File: src/rtl/phy_rx_pkg.sv
// rtl/phy_rx_pkg.sv - shared constants and FSM encoding for the PHY receive sync controller
package phy_rx_pkg;

    localparam logic [7:0] COM_BYTE_DEF   = 8'hBC;
    localparam int         SYNC_COUNT_DEF = 4;
    localparam int         LOS_CYCLES_DEF = 8;

    typedef enum logic {
        ST_SEARCH = 1'b0,
        ST_ACTIVE = 1'b1
    } sync_state_e;

endpackage

File: src/rtl/phy_rx_word_pack.sv
// rtl/phy_rx_word_pack.sv - packs accepted data bytes MSB-first into 32-bit words
module phy_rx_word_pack (
    input  logic        clk_4f,
    input  logic        reset_L,
    input  logic        byte_valid,
    input  logic [7:0]  byte_in,
    input  logic        flush,
    output logic [31:0] data_out,
    output logic        valid_out,
    output logic        err_partial
);

    logic [1:0]  idx_q,   idx_d;
    logic [23:0] word_q,  word_d;
    logic [31:0] data_q,  data_d;
    logic        valid_q, valid_d;
    logic        err_q,   err_d;

    always_comb begin
        idx_d   = idx_q;
        word_d  = word_q;
        data_d  = data_q;
        valid_d = 1'b0;
        err_d   = 1'b0;
        if (flush) begin
            // A flush at index 0 has nothing to throw away, so it is silent.
            err_d  = (idx_q != 2'd0);
            idx_d  = 2'd0;
            word_d = 24'h0;
        end else if (byte_valid) begin
            if (idx_q == 2'd3) begin
                data_d  = {word_q, byte_in};
                valid_d = 1'b1;
                idx_d   = 2'd0;
                word_d  = 24'h0;
            end else begin
                word_d = {word_q[15:0], byte_in};
                idx_d  = idx_q + 2'd1;
            end
        end
    end

    always_ff @(posedge clk_4f or negedge reset_L) begin
        if (!reset_L) begin
            idx_q   <= 2'd0;
            word_q  <= 24'h0;
            data_q  <= 32'h0;
            valid_q <= 1'b0;
            err_q   <= 1'b0;
        end else begin
            idx_q   <= idx_d;
            word_q  <= word_d;
            data_q  <= data_d;
            valid_q <= valid_d;
            err_q   <= err_d;
        end
    end

    assign data_out    = data_q;
    assign valid_out   = valid_q;
    assign err_partial = err_q;

endmodule

File: src/rtl/phy_rx_sync_ctrl.sv
// rtl/phy_rx_sync_ctrl.sv - comma-based lane sync FSM with loss-of-signal detection
module phy_rx_sync_ctrl
    import phy_rx_pkg::*;
#(
    parameter logic [7:0] COM_BYTE   = COM_BYTE_DEF,
    parameter int         SYNC_COUNT = SYNC_COUNT_DEF,
    parameter int         LOS_CYCLES = LOS_CYCLES_DEF
) (
    input  logic        clk_4f,
    input  logic        reset_L,
    input  logic [7:0]  data_in,
    input  logic        data_in_valid,
    output logic        active,
    output logic [31:0] data_out,
    output logic        valid_out,
    output logic        err_partial
);

    localparam int CW = $clog2(SYNC_COUNT) + 1;
    localparam int LW = $clog2(LOS_CYCLES) + 1;

    sync_state_e   state_q,   state_d;
    logic [CW-1:0] com_cnt_q, com_cnt_d;
    logic [LW-1:0] los_cnt_q, los_cnt_d;
    logic          pack_en;
    logic          flush;
    logic          is_com;

    assign is_com = (data_in == COM_BYTE);

    always_comb begin
        state_d   = state_q;
        com_cnt_d = com_cnt_q;
        los_cnt_d = los_cnt_q;
        pack_en   = 1'b0;
        flush     = 1'b0;
        case (state_q)
            ST_SEARCH: begin
                los_cnt_d = '0;
                if (data_in_valid) begin
                    if (!is_com) begin
                        com_cnt_d = '0;
                    end else if (com_cnt_q == CW'(SYNC_COUNT - 1)) begin
                        state_d   = ST_ACTIVE;
                        com_cnt_d = '0;
                    end else begin
                        com_cnt_d = com_cnt_q + CW'(1);
                    end
                end
            end
            default: begin
                com_cnt_d = '0;
                if (data_in_valid) begin
                    los_cnt_d = '0;
                    flush     = is_com;
                    pack_en   = !is_com;
                end else if (los_cnt_q == LW'(LOS_CYCLES - 1)) begin
                    // Loss of sync drops any half-built word on the same edge.
                    state_d   = ST_SEARCH;
                    los_cnt_d = '0;
                    flush     = 1'b1;
                end else begin
                    los_cnt_d = los_cnt_q + LW'(1);
                end
            end
        endcase
    end

    always_ff @(posedge clk_4f or negedge reset_L) begin
        if (!reset_L) begin
            state_q   <= ST_SEARCH;
            com_cnt_q <= '0;
            los_cnt_q <= '0;
        end else begin
            state_q   <= state_d;
            com_cnt_q <= com_cnt_d;
            los_cnt_q <= los_cnt_d;
        end
    end

    assign active = (state_q == ST_ACTIVE);

    phy_rx_word_pack u_word_pack (
        .clk_4f      (clk_4f),
        .reset_L     (reset_L),
        .byte_valid  (pack_en),
        .byte_in     (data_in),
        .flush       (flush),
        .data_out    (data_out),
        .valid_out   (valid_out),
        .err_partial (err_partial)
    );

endmodule

File: config.mk
export PLATFORM = sky130hd
export DESIGN_NAME = phy_rx_sync_ctrl
export DESIGN_NICKNAME = d
export VERILOG_FILES = /design/src/rtl/phy_rx_pkg.sv /design/src/rtl/phy_rx_word_pack.sv /design/src/rtl/phy_rx_sync_ctrl.sv
export SDC_FILE = /design/constraint.sdc
export NUM_CORES = 1
export LEC_CHECK = 0
export BUFFER_PORTS_ARGS = -buffer_cell sky130_fd_sc_hd__buf_2
export CAP_MARGIN = 20
export CORE_MARGIN = 4
export CORE_UTILIZATION = 55
export DETAILED_ROUTE_END_ITERATION = 7
export PLACE_DENSITY = 0.87
export SETUP_SLACK_MARGIN = 0.05
export SLEW_MARGIN = 20
export SYNTH_ARGS = -nofsm -noshare
export SYNTH_HDL_FRONTEND = slang
export SYNTH_SLANG_ARGS = --single-unit
File: constraint.sdc
create_clock -name clk_4f -period 2.2 [get_ports clk_4f]
set_input_delay 0.33 -clock clk_4f [delete_from_list [all_inputs] [get_ports clk_4f]]
set_output_delay 0.33 -clock clk_4f [all_outputs]
set_load 0.1 [all_outputs]
==> results.yml <==
clock_tree:
  numClockSinks: 68
  cts_hold_buf: 0
  cts_setup_buffers: 0
  clock_latency_ps: 330
  cts.htree.levels: 3
  root_buffer: "clkbuf_8"
  cts_tree: "built"
  post_cts_resized: 0
  numCtsBuffers: 9
  clkTransAtPathRegs_ps: 70
  cts.path.max_buffers: 2
pwr:
  ir_drop_uv: 764.3
  total_power_mw: 2.183
  powerDensity_nw_per_um2: 679.5
  power_leakage_nw: 1.715
synthesis:
  ys_types: 32
  ys_dominant_reg_cell: "dfrtp_1"
  syn_nets: 198
  ys.warnings.count: 0
  avgSynthCellArea_um2: 15.01
  syn-instance-count: 183
  synth_edf_count: 0
  synth_area_um2: 2746
  synth-seq-area-share_pct: 61.96
  synthArstFlopShare_pct: 100.0
  synth_seq_cells: 68
global_route:
  antenna_found_initial: 0
  grt_pass1_wl_um: 8383
  track_usage_pct: 17.30
  grt_max_degree: 69
  grt_overflow: 0
  grt_pass1_vias: 1727
sta:
  setup_tns_ps: 0
  relSlewSlack_pct: 64.42
  report.final.slew_viol_count: 0
  period_minus_slack_ps: 1780
  rsz0062_at_grt: "no"
  skew_ps: 7.048
  setup_viol: 0
  timing.hold.ws_ps: -2.018
  worst_slew_pin_slew_ps: 532.4
  period_share_pct: 80.91
  fmax_mhz: 561.8
  hold_viol_final: 2
die:
  die_h_um: 78.67
  die_w_um: 78.67
  num_rows: 25
  die-area_um2: 6188
  coreArea_um2: 4786
  ios: 46
  start_util_pct: 57.39
final_layout:
  drive_above_1_share_pct: 49.79
  diodes: 0
  nets: 251
  syn2layout_area_growth_pct: 16.99
  finish.utilization_pct: 67.14
  finalNonFillerCells: 308
  final_common_cell: "dfrtp_1"
  layout_common_cells: "dfrtp_1 (68), buf_2 (45), mux2_2 (36)"
critical_path:
  cpPeakStageDelay_ps: 400
  rrSetupSlack_ps: 420
  critical_path_required_ps: 2420
  startpoint_type: "register"
  r2r_start: "los_cnt_q[0]"
  rr_worst_depth: 5
  r2r-end: "u_word_pack.idx_q[1]"
  crit_path_end_kind: "register"
  crit_slowest_cell: "dfrtp_1"
  crit_arrival_ps: 2000
  path_max_fanout: 7
  setup.worst_path.class: "reg2reg"
  crit_chain: "ha_1 -> and3b_1 -> o21ai_2 -> buf_4 -> mux2_2"
detailed_routing:
  drt_wl_total_um: 4699
  ant_nets: 0
  drt_iter0_markers: 89
  vias: 1634
  dr.pass1.iters: 4
  vias_per_cell: 5.305
  remaining_drc_errors: 0
  wire_per_inst_um: 15.26
placement:
  dp_cells: 292
  dp_hpwl_um: 3341
  io_buffers: 45
  gp_congestion: 0.8031
run_status:
  violations: "negative hold slack"
  status: "finished with violations"
flow_run:
  drv_cap: 0
min_path:
  hold_path.class: "in2async"
-- worst max path at each step --
stage / from / endpoint / slack [ps]
after floorplan: active / u_word_pack.data_out[10] / 70
after global routing: los_cnt_q[0] / u_word_pack.idx_q[1] / 320
after detailed placement: data_in[5] / u_word_pack.data_out[19] / 350
final: los_cnt_q[0] / u_word_pack.idx_q[1] / 420
after global placement: data_in[5] / u_word_pack.data_out[15] / 370
after CTS: los_cnt_q[0] / u_word_pack.idx_q[1] / 410
-- report_power, final --
group | internal, mW | leakage (nW) | switching [mW]
clock network | 0.413 | 0.0860 | 0.468
logic | 0.0137 | 0.684 | 0.0391
registers | 1.25 | 0.945 | 0.0000682
total | 1.68 | 1.72 | 0.507
-- state kept, by name, summed over array words and instances, names as in the netlist --
| register | cells |
|---|---|
| u_word_pack.data_out | 32 |
| u_word_pack.err_partial | 1 |
| u_word_pack.idx_q | 2 |
| com_cnt_q | 3 |
| u_word_pack.valid_out | 1 |
| u_word_pack.word_q | 24 |
| active | 1 |
| los_cnt_q | 4 |
-- Yosys cell counts, types with 2 or more instances --
master	number	area, um^2
mux2_2	36	405.4
nor3_1	2	10.01
nand3_1	3	15.01
buf_6	6	67.56
nor2_1	4	15.01
a22o_2	10	100.1
dfrtp_1	68	1702
a21oi_1	7	35.03
nand3b_1	3	22.52
ha_1	4	50.05
inv_1	4	15.01
nand2_1	4	15.01
a22o_1	11	96.34
buf_4	3	22.52
-- worst max-delay path, delay by kind of cell (launching register included) --
kind / cells / cell delay (ps)
mux: 1 / 340
compound gates: 1 / 240
fa+ha+maj: 1 / 240
buf+inv: 1 / 220
flops: 1 / 400
simple gates: 1 / 230
-- layout make-up --
class	instances	area, um^2
Tap cell	67	83.83
Timing Repair Buffer	52	302.8
Clock buffer	9	123.9
Multi-Input combinational cell	101	934.6
Inverter	4	15.01
Clock inverter	7	51.30
Sequential cell	68	1702
Fill cell	347	1573
-- cells by family (layout without fill, tap and decap cells) --
group                    count (synthesis)  after routing  synth area share, %
flip-flops                              68             68                61.96
multiplexers                            38             38                15.54
AO/OA/AOI/OAI                           34             34                10.89
AND/OR/NAND/NOR                         24             24                5.467
buffers and inverters                   14             72                4.009
adder cells (fa/ha/maj)                  4              4                1.822
XOR/XNOR                                 1              1               0.3190
-- stage by stage --
step | setup slack [ps] | area (um^2)
after CTS | 411.5 | 3213
final | 420.0 | 3213
after detailed placement | 348.6 | 3038
after floorplan | 70.39 | 2746
after global routing | 320.9 | 3213
after global placement | 374.1 | 3038
-- layer usage --
metal	track usage, %	share of wire (%)	vias up
li1	-	-	783
met1	24.88	48	804
met3	5.849	6.2	5
met2	24.96	44	42
met4	5.245	1.3	0
met5	0	0	-
(Power assumes the default switching activity.)
